`src/rtl/param_seq_pkg.sv`:
```
// param_seq_pkg: shared mode encodings and length helpers for the serial pattern detector
package param_seq_pkg;
  localparam logic [1:0] MODE_OVL  = 2'd0;
  localparam logic [1:0] MODE_NOVL = 2'd1;
  localparam logic [1:0] MODE_FRM  = 2'd2;
  function automatic logic len_ok(input int len, input int max_len);
    return len >= 1 && len <= max_len;
  endfunction
  function automatic logic [31:0] len_mask(input int len);
    return len >= 32 ? '1 : (32'd1 << len) - 32'd1;
  endfunction
endpackage

```
`src/rtl/seq_match_cnt.sv`:
```
// seq_match_cnt: saturating up-counter where clear wins over increment
module seq_match_cnt #(
  parameter int CNT_W = 8
) (
  input  logic             clk,
  input  logic             rst,
  input  logic             inc,
  input  logic             clr,
  output logic [CNT_W-1:0] cnt
);
  logic [CNT_W-1:0] cnt_q, cnt_d;
  always_comb cnt_d = clr ? '0 : (inc && cnt_q != '1) ? cnt_q + CNT_W'(1) : cnt_q;
  always_ff @(posedge clk or posedge rst)
    if (rst) cnt_q <= '0;
    else cnt_q <= cnt_d;
  assign cnt = cnt_q;
endmodule

```
`src/rtl/param_seq_detector.sv`:
```
// param_seq_detector: Mealy detector for a programmable 1..MAX_LEN bit pattern
// with overlap, non-overlap and framed modes plus a saturating match counter.
module param_seq_detector
  import param_seq_pkg::*;
#(
  parameter int MAX_LEN = 8,
  parameter int CNT_W   = 8,
  parameter int LEN_W   = $clog2(MAX_LEN + 1)
) (
  input  logic               clk,
  input  logic               rst,
  input  logic               in,
  input  logic               in_valid,
  input  logic               cfg_load,
  input  logic [MAX_LEN-1:0] pattern,
  input  logic [LEN_W-1:0]   pat_len,
  input  logic [1:0]         mode,
  input  logic               cnt_clr,
  output logic               dec,
  output logic [CNT_W-1:0]   match_cnt,
  output logic               cfg_err
);
  logic [MAX_LEN-2:0] hist_q, hist_d;
  logic [MAX_LEN-1:0] pat_q, pat_d, lmask, raw;
  logic [LEN_W-1:0]   pos_q, pos_d, len_q, len_d, last;
  logic [1:0]         mode_q, mode_d;
  logic               err_q, err_d, legal, take, hit, full;
  assign lmask = MAX_LEN'(len_mask(int'(len_q)));
  // pos tracks the fill count in sliding modes and the frame position in framed mode
  always_comb begin
    last   = len_q - LEN_W'(1);
    raw    = {hist_q, in};
    take   = in_valid & ~cfg_load;
    full   = pos_q == last;
    hit    = take & full & ((raw & lmask) == (pat_q & lmask));
    legal  = len_ok(int'(pat_len), MAX_LEN) && mode != 2'd3;
    hist_d = cfg_load ? '0 : take ? raw[MAX_LEN-2:0] : hist_q;
    pos_d  = cfg_load ? '0 :
             !take ? pos_q :
             (mode_q == MODE_FRM) ? (full ? '0 : pos_q + LEN_W'(1)) :
             (mode_q == MODE_NOVL && hit) ? '0 :
             full ? pos_q : pos_q + LEN_W'(1);
    pat_d  = (cfg_load && legal) ? pattern : pat_q;
    len_d  = (cfg_load && legal) ? pat_len : len_q;
    mode_d = (cfg_load && legal) ? mode : mode_q;
    err_d  = cfg_load ? ~legal : err_q;
  end
  always_ff @(posedge clk or posedge rst)
    if (rst) begin
      hist_q <= '0;
      pos_q  <= '0;
      pat_q  <= '0;
      len_q  <= LEN_W'(1);
      mode_q <= MODE_OVL;
      err_q  <= 1'b0;
    end else begin
      hist_q <= hist_d;
      pos_q  <= pos_d;
      pat_q  <= pat_d;
      len_q  <= len_d;
      mode_q <= mode_d;
      err_q  <= err_d;
    end
  // the reset defaults would otherwise match a 0 bit, so dec is forced low during reset
  assign dec     = hit & ~rst;
  assign cfg_err = err_q;
  seq_match_cnt #(.CNT_W(CNT_W)) u_cnt (
    .clk(clk),
    .rst(rst),
    .inc(hit),
    .clr(cnt_clr),
    .cnt(match_cnt)
  );
endmodule

```
`config.mk`:
```
export PLATFORM = sky130hd
export DESIGN_NAME = param_seq_detector
export DESIGN_NICKNAME = d
export VERILOG_FILES = /design/src/rtl/param_seq_pkg.sv /design/src/rtl/seq_match_cnt.sv /design/src/rtl/param_seq_detector.sv
export SDC_FILE = /design/constraint.sdc
export NUM_CORES = 1
export LEC_CHECK = 0
export CORE_MARGIN = 3
export CORE_UTILIZATION = 54
export DETAILED_ROUTE_END_ITERATION = 16
export GPL_ROUTABILITY_DRIVEN = 0
export PLACE_DENSITY = 0.81
export SYNTH_ARGS = -nofsm -noshare
export SYNTH_HDL_FRONTEND = slang
export SYNTH_SLANG_ARGS = --single-unit
```
`constraint.sdc`:
```
create_clock -name clk -period 3.57 [get_ports clk]
set_input_delay 0.357 -clock clk [delete_from_list [all_inputs] [get_ports clk]]
set_output_delay 0.357 -clock clk [all_outputs]
set_load 0.01 [all_outputs]
```
**Word-level counts from Yosys, hierarchy flattened**

Cells that the tools add are included.

- Bits in latches: 0
- Logic and storage cells: 48
- Output and inout bits: 10
- Memories kept: 0
- Bits in writable memories: 0
- Flip-flop bits (word level): 34
- ROM bits: 0
- Input port bits: 20

- Multiplexer cells: 10
- $add $sub $neg: 4
- $mul: 0
- Bitwise logic cells: 9
- Div/mod/pow operators: 0
- Reductions and logical operators: 8
- Equal/unequal tests: 7
- Magnitude comparators: 2
- Shifts and indexed selects: 1

Operator list:

| kind | number |
|---|---|
| $mux 4 | 6 |
| $and 8x8->8 | 2 |
| $mux 8 | 2 |
| $mux 7 | 2 |
| $add 8x1->8 const B | 1 |
| $eq 8x8->1 | 1 |
| $ne 8x8->1 const B | 1 |
| $shl 1x4->8 const A | 1 |
| $sub 8x1->8 const B | 1 |
| $logic_and 1x1->1 | 5 |
| $add 4x1->4 const B | 1 |
| $and 1x1->1 | 4 |
| $eq 4x4->1 | 1 |
| $ge 4x1->1 const B | 1 |
| $le 4x4->1 const B | 1 |
| $ne 4x2->1 const B | 1 |
| $reduce_bool 2->1 | 2 |
| $sub 4x1->4 const B | 1 |
| $not 1->1 | 3 |
| $eq 2x1->1 const B | 1 |
| $eq 2x2->1 const B | 1 |
| $ne 2x2->1 const B | 1 |
| $reduce_and 2->1 | 1 |

**Longest topological paths before layout**

Gate-level depths: netlist of the first run.

- Depth in word-level cells: 10
- Mapped depth: 12

**By module**

A second synthesis of the first run with hierarchy kept.

- Cells, all modules: 202
- Area total of the unflattened synthesis: 2,224.6 µm²

Modules (own cells, without submodules):

| module | area each (µm²) | times used | cells an instance | seq. area each (µm²) |
|---|---|---|---|---|
| param_seq_detector | 1,731.7 | 1 | 153 | 651.9 |
| seq_match_cnt | 493.0 | 1 | 49 | 200.2 |

**Worst setup path after synthesis of the first run**

No wires, ideal clock.

- Path type: reg-to-reg
- Start point: register len_q[0]
- End point: register u_cnt.cnt_q[5] (netlist: u_cnt.cnt[5])
- Path slack: 0.666 ns
- Setup time: 0.128 ns
- Arrival time: 2.777 ns
- Clock period less this slack: 2.904 ns
- Cell stages (with the launch flop): 13
- Cells stage by stage: dfstp_2 -> inv_1 -> ha_1 -> buf_6 -> nand2_1 -> ha_1 -> nor3b_1 -> o21ai_0 -> a21oi_1 -> or4_1 -> buf_2 -> nor4_2 -> mux2_1

- Cells in the longest elaborated chain, start to end: 7

Ends and longest elaborated chain:

| item | RTL line | source |
|---|---|---|
| from (decl) | param_seq_detector.sv:25 | `logic [LEN_W-1:0] pos_q, pos_d, len_q, len_d, last;` |
| from (signal assigned) | param_seq_detector.sv:60 | `len_q <= len_d;` |
| $shl 1x4->8 | param_seq_pkg.sv:10 | `return len >= 32 ? '1 : (32'd1 << len) - 32'd1;` |
| $sub 8x1->8 | param_seq_pkg.sv:10 |  |
| $and 8x8->8 | param_seq_detector.sv:35 | `hit = take & full & ((raw & lmask) == (pat_q & lmask));` |
| $eq 8x8->1 | param_seq_detector.sv:35 |  |
| $and 1x1->1 * | param_seq_detector.sv:35 |  |
| $logic_and 1x1->1 * | seq_match_cnt.sv:12 | `always_comb cnt_d = clr ? '0 : (inc && cnt_q != '1) ? cnt_q + CNT_W'(1) : cnt_q;` |
| $reduce_bool 2->1 (no line) * | -- |  |
| to (signal assigned) | seq_match_cnt.sv:15 | `else cnt_q <= cnt_d;` |
| to (decl) | seq_match_cnt.sv:11 | `logic [CNT_W-1:0] cnt_q, cnt_d;` |

Every way passes the cells marked *; elsewhere a longest branch is shown, timed or not.
A chain may end at the register's enable or synchronous reset.

**Worst setup path in the final report of the first run**

- Start point: register len_q[0]
- End point: output dec

- Cells in the longest elaborated chain, start to end: 6

Ends and longest elaborated chain:

| item | RTL line | source |
|---|---|---|
| $shl 1x4->8 | param_seq_pkg.sv:10 |  |
| $sub 8x1->8 | param_seq_pkg.sv:10 |  |
| $and 8x8->8 | param_seq_detector.sv:35 |  |
| $eq 8x8->1 | param_seq_detector.sv:35 |  |
| $and 1x1->1 * | param_seq_detector.sv:35 |  |
| $and 1x1->1 * | param_seq_detector.sv:65 | `assign dec = hit & ~rst;` |
| to (decl) | param_seq_detector.sv:19 | `output logic dec,` |

Marks and branches as above.

==> impl_metrics.ini, run 1 <==
[critical_path]
rr_worst_depth = 10
rrSetupSlack_ns = 0.51
required_ns = 3.21
cp_max_fo = 10
cp-start-kind = flip-flop
r2r_end = u_cnt.cnt[0]
end_kind = output port
critPathKind = flip-flop to output port
crit_arrival_ns = 2.79
reg2reg_from = len_q[0]

[finish]
nFillCells = 270
synthToLayoutAreaGrowth_pct = 20.8
drive_above_1_share_pct = 17.4
final_cell_area_sq_um = 2520
final_nets = 263
n_antenna_cell = 0

[synth]
netlist_top_cells_count = dfrtp_1 (33), mux2_2 (17), nor2_1 (17), xnor2_1 (13)
yosysMostFrequentCell = dfrtp_1
synth.avg_cell_area_sq_um = 10.3
synth_nets = 231
netlist_instances = 203
synth.top_cell.area_share_pct = 39.5
synth_cell_types = 49
ys_ff_latch = 34
synth_ff_type = dfrtp_1
ys_seq_area_share_pct = 40.8
synthArstFlopShare_pct = 100
yosysWarnings = 0
yosysTopAreaCell = dfrtp_1
synth_area_leaders = dfrtp_1 (39%), mux2_2 (9.2%), xnor2_1 (5.4%)
synth_edf_count = 0
synth_area_sq_um = 2090

[route]
drcViolationCount = 0
vias = 1643
first_pass_iters = 4
ant_nets = 0
routed_via_density = 5.83
drt_wl_total_microns = 4630
routedWlPerCell_microns = 16.4
drtIter0Drc = 154

[cts]
cts.path.max_buffers = 2
cts_max_level = 2
cts.sinks = 34
cts_tree = built
cts_root_buffer = clkbuf_8
path_clk_slew_ns = 0.07
post_cts_buffers = 0
insertion_delay_ns = 0.28
cts_made_buffers = 5

[sta]
tightest_slew_ns = 0.913
max_freq_mhz = 318
slew_viol_final = 0
setup_viol = 0
hold_violations = 0
min_period_ns = 3.15
period_share_pct = 88.1
tns_ns = 0
hold_slack_ns = 0.483
slew_headroom_pct = 39.1
rsz0062_at_grt = false
skew_ns = 0.00379

[place]
numPortBuffers = 29
post_dp_cell_area_sq_um = 2420
dpl.hpwl_microns = 3470

[floorplanning]
initial_utilization_pct = 59.4
rows = 21
die_x_microns = 68.2
core_sq_um = 3520
ios = 30
die_h_microns = 68.2
dieArea_sq_um = 4650

[global_route]
grt_pass1_vias = 1693
grt.total_usage_pct = 22.7
grt_max_degree = 25
grt-ovfl-total = 0
antenna_found_initial = 0
grt_first_pass_wirelength_microns = 7810

[min_path]
worstHoldPathCells = 1
min_from = cfg_err
holdPathEnd = cfg_err
hold_class = flip-flop to flip-flop

[pwr]
vdd_ir_drop_max_v = 0.000242
cellLeakagePower_nw = 1.08
p_per_area_nw_per_um2 = 435

[outcome]
status = finished, final reports clean

[job]
max-cap-violations = 0
==> through the flow <==
| stage | power [mW] | worst slack, ns | util [%] | std cells |
|---|---|---|---|---|
| global route | 1.17 | 0.222 | 71.7 | 282 |
| CTS | 1.10 | 0.0170 | 71.6 | 282 |
| detailed placement | 0.806 | 0.218 | 68.8 | 274 |
| global placement | 0.784 | 0.319 | 68.8 | 274 |
| finish | 1.10 | 0.423 | 71.7 | 282 |
| floorplan | 0.722 | 0.666 | - | 203 |
==> registers in the layout, summed over array words and instances (netlist names) <==
register	count
pos_q	4
cfg_err	1
u_cnt.cnt	8
hist_q	7
pat_q	8
mode_q	2
len_q	4
==> what timing repair did <==
action / CTS / global route
hold buffers: 0 / 0
resized for setup: 3 / 1
endpoints found under the setup margin: 1 / 1
==> layout by cell type, fill, tap and decap left out, types with 2 or more instances in the layout <==
cell,netlist,layout
dfrtp_1,33,33
clkdlybuf4s50_1,0,28
mux2_2,17,17
nor2_1,17,17
xnor2_1,13,13
mux2i_1,8,8
a21oi_1,8,8
inv_1,8,8
nand2_1,7,7
nor3_1,6,6
nor2b_1,6,6
and3_1,6,6
clkbuf_8,0,6
buf_4,1,6
o311ai_0,5,5
ha_1,8,5
nand3_1,4,4
xor2_1,4,4
nand4_1,4,4
nor4_1,3,3
o21ai_0,3,3
nand2b_1,3,3
ha_2,0,3
nor3b_1,2,2
o32ai_1,2,2
o31a_1,2,2
a31o_2,2,2
==> critical path, stage by stage (launching register included) <==
cell and delay, ns:
dfstp_2 0.59, inv_1 0.10, ha_2 0.26, nand2_1 0.08, ha_2 0.23, xor2_1 0.10, a211o_1 0.33, or4_1 0.43
nor3_1 0.20, dlymetal6s2s_1 0.18
==> metal layers <==
layer / global-route usage [%] / share of wire (%)
met1: 27.4 / 42
met2: 39.2 / 52
met3: 6.40 / 4.7
met4: 6.45 / 1.2
met5: 0 / 0
==> where the power goes <==
part / internal [mW] / total [mW] / switching (mW)
Combinational: 0.160 / 0.330 / 0.170
Sequential: 0.430 / 0.478 / 0.0473
Clock: 0.156 / 0.292 / 0.137
==> layout make-up <==
type	instances	area [sq um]	share of cell area [%]
clock inverter	1	5.00	0.198
sequential	34	852	33.7
timing repair buffer	35	338	13.4
tap	46	57.6	2.28
clock buffer	7	86.3	3.42
multi-input combinational	151	1160	45.8
inverter	8	30.0	1.19
==> kinds of logic (layout without fill, tap and decap cells) <==
| kind of cell | Yosys count | count (layout) | share of synthesized area (%) |
|---|---|---|---|
| XOR/XNOR | 17 | 17 | 7.12 |
| AO/OA/AOI/OAI | 32 | 32 | 11.4 |
| multiplexers | 26 | 26 | 13.5 |
| buffers and inverters | 18 | 51 | 4.31 |
| adder cells (fa/ha/maj) | 8 | 8 | 4.79 |
| flip-flops | 34 | 34 | 40.8 |
| AND/OR/NAND/NOR | 68 | 68 | 18.1 |
==> how the worst max path moves through the flow <==
stage,from,to,cells past startpoint
6_report,len_q[0],dec,9
5_1_grt,len_q[0],dec,10
4_1_cts,len_q[0],dec,9
3_5_place_dp,len_q[0],dec,9
3_3_place_gp,len_q[0],dec,10
2_1_floorplan,len_q[0],u_cnt.cnt[5],12
Note: power is estimated with default switching activity, not from simulation.
==> inputs of run 2 (changes only) <==
--- a/config.mk
+++ b/config.mk
@@ -5,7 +5,7 @@
 export SDC_FILE = /design/constraint.sdc
 export NUM_CORES = 1
 export LEC_CHECK = 0
-export CORE_MARGIN = 3
+export CORE_MARGIN = 2
 export CORE_UTILIZATION = 54
 export DETAILED_ROUTE_END_ITERATION = 16
 export GPL_ROUTABILITY_DRIVEN = 0
==> impl_metrics.ini, run 2 (synthesis results as in run 1) <==
[sta]
max_freq_mhz = 315
rsz0062_at_grt = false
min_period_ns = 3.18
hold_violations = 0
slew_viol_final = 0
tightest_slew_ns = 0.750
hold_slack_ns = 0.483
slew_headroom_pct = 49.9
skew_ns = 0.00824
period_share_pct = 89.0
setup_viol = 0
tns_ns = 0

[finish]
nFillCells = 295
seq_area_sq_um = 852
n_antenna_cell = 0
fin_util_pct = 69.3
synthToLayoutAreaGrowth_pct = 22.2
final_nets = 264
multi_input_area_sq_um = 1180
drive_above_1_share_pct = 17.7
final_common_cell = dfrtp_1
final_cell_mix = dfrtp_1 (33), clkdlybuf4s50_1 (28), mux2_2 (17), nor2_1 (17), xnor2_1 (13)

[critical_path]
crit_arrival_ns = 2.82
critPathKind = flip-flop to output port
cp-start-kind = flip-flop
reg2reg_from = len_q[0]
cp_max_fo = 10
end_kind = output port
required_ns = 3.21
critPathLaunch = len_q[0]

[route]
routed_via_density = 5.74
wl_met1_microns = 1980
first_pass_iters = 4
ant_nets = 0
drtIter0Drc = 101
routed-wl-met2_microns = 2090
drcViolationCount = 0
routedWlPerCell_microns = 15.0
vias = 1635
drt_wl_total_microns = 4280
top_signal_layer_used = met4
route.met3.wl_microns = 169

[pwr]
pwr-share-clk_pct = 26.1
internal_power_mw = 0.756
combPwrFrac_pct = 31.3
cellLeakagePower_nw = 1.08
vdd_ir_drop_max_v = 0.000322
p_per_area_nw_per_um2 = 432
power_switching_mw = 0.348
power_mw = 1.10
pwr-share-seq_pct = 42.6
swShare_pct = 31.5

[global_route]
grt-ovfl-total = 0
grt_pass1_vias = 1626
grt_first_pass_wirelength_microns = 7320
antenna_found_initial = 0
grt_max_degree = 35
grt.total_usage_pct = 21.8

[cts]
path_clk_slew_ns = 0.07
cts.path.max_buffers = 2
insertion_delay_ns = 0.28
cts_made_buffers = 5
cts_tree = built
cts_root_buffer = clkbuf_8
post_cts_buffers = 0
cts_max_level = 2
cts.sinks = 34

[place]
dpl.hpwl_microns = 3110
numPortBuffers = 29

[min_path]
min_from = cfg_err
hold_class = flip-flop to flip-flop

[outcome]
status = finished, final reports clean

[floorplanning]
rows = 22
initial_utilization_pct = 56.7
core_sq_um = 3690
ios = 30
die_x_microns = 66.2
dieArea_sq_um = 4390
die_h_microns = 66.2

[job]
max-cap-violations = 0
## run 2: final timing paths
| check | cells past startpoint | slack [ns] | endpoint |
|---|---|---|---|
| setup / recovery | 10 | 0.39 | dec |
| hold / removal | 1 | 0.48 | cfg_err |
| setup reg to reg | 11 | 0.41 | u_cnt.cnt[0] |
| hold reg to reg | 1 | 0.48 | cfg_err |
| max in group asynchronous | 3 | 2.74 | len_q[0] |
| min in group asynchronous | 3 | 0.50 | pat_q[1] |
## run 2: what timing repair did
item,in CTS,in global routing
gates resized for setup,5,1
endpoints found under the setup margin,1,1
hold buffers,0,0
## run 2: critical path: stages (launching register included)
cell and delay, ns:
dfstp_2 0.62, inv_1 0.13, ha_4 0.22, nand2_1 0.08, ha_2 0.24, nor3b_1 0.06
o21ai_0 0.17, a21oi_1 0.12, or4_1 0.55, nor3_1 0.17, dlymetal6s2s_1 0.18
## run 2: power by group through the flow
| stage | Sequential (mW) | Clock (mW) | Combinational, mW |
|---|---|---|---|
| 3_5_place_dp | 0.476 | 0 | 0.327 |
| 5_1_grt | 0.475 | 0.315 | 0.382 |
| 4_1_cts | 0.470 | 0.295 | 0.342 |
| 3_3_place_gp | 0.474 | 0 | 0.321 |
| 6_report | 0.470 | 0.288 | 0.345 |
| 2_1_floorplan | 0.467 | 0 | 0.256 |
## run 2: per-stage QoR
| stage | setup WS, ns | cells | area (sq um) |
|---|---|---|---|
| floorplan | 0.666 | 203 | 2090 |
| global placement | 0.300 | 277 | 2430 |
| detailed placement | 0.192 | 277 | 2430 |
| CTS | 0.0241 | 285 | 2550 |
| global route | 0.203 | 285 | 2550 |
| finish | 0.393 | 285 | 2550 |
## run 2: layer usage
| metal | vias up | global-route usage, % |
|---|---|---|
| met2 | 39 | 35.6 |
| met4 | 0 | 9.44 |
| met3 | 6 | 3.75 |
| li1 | 797 | - |
| met1 | 793 | 28.4 |
| met5 | - | 0 |
## run 2: final cells by class
type	instances	share of cell area, %
Sequential cell	34	33.3
Tap cell	48	2.35
Multi-Input combinational cell	151	46.0
Clock inverter	1	0.196
Timing Repair Buffer	36	13.5
Inverter	8	1.18
Clock buffer	7	3.38
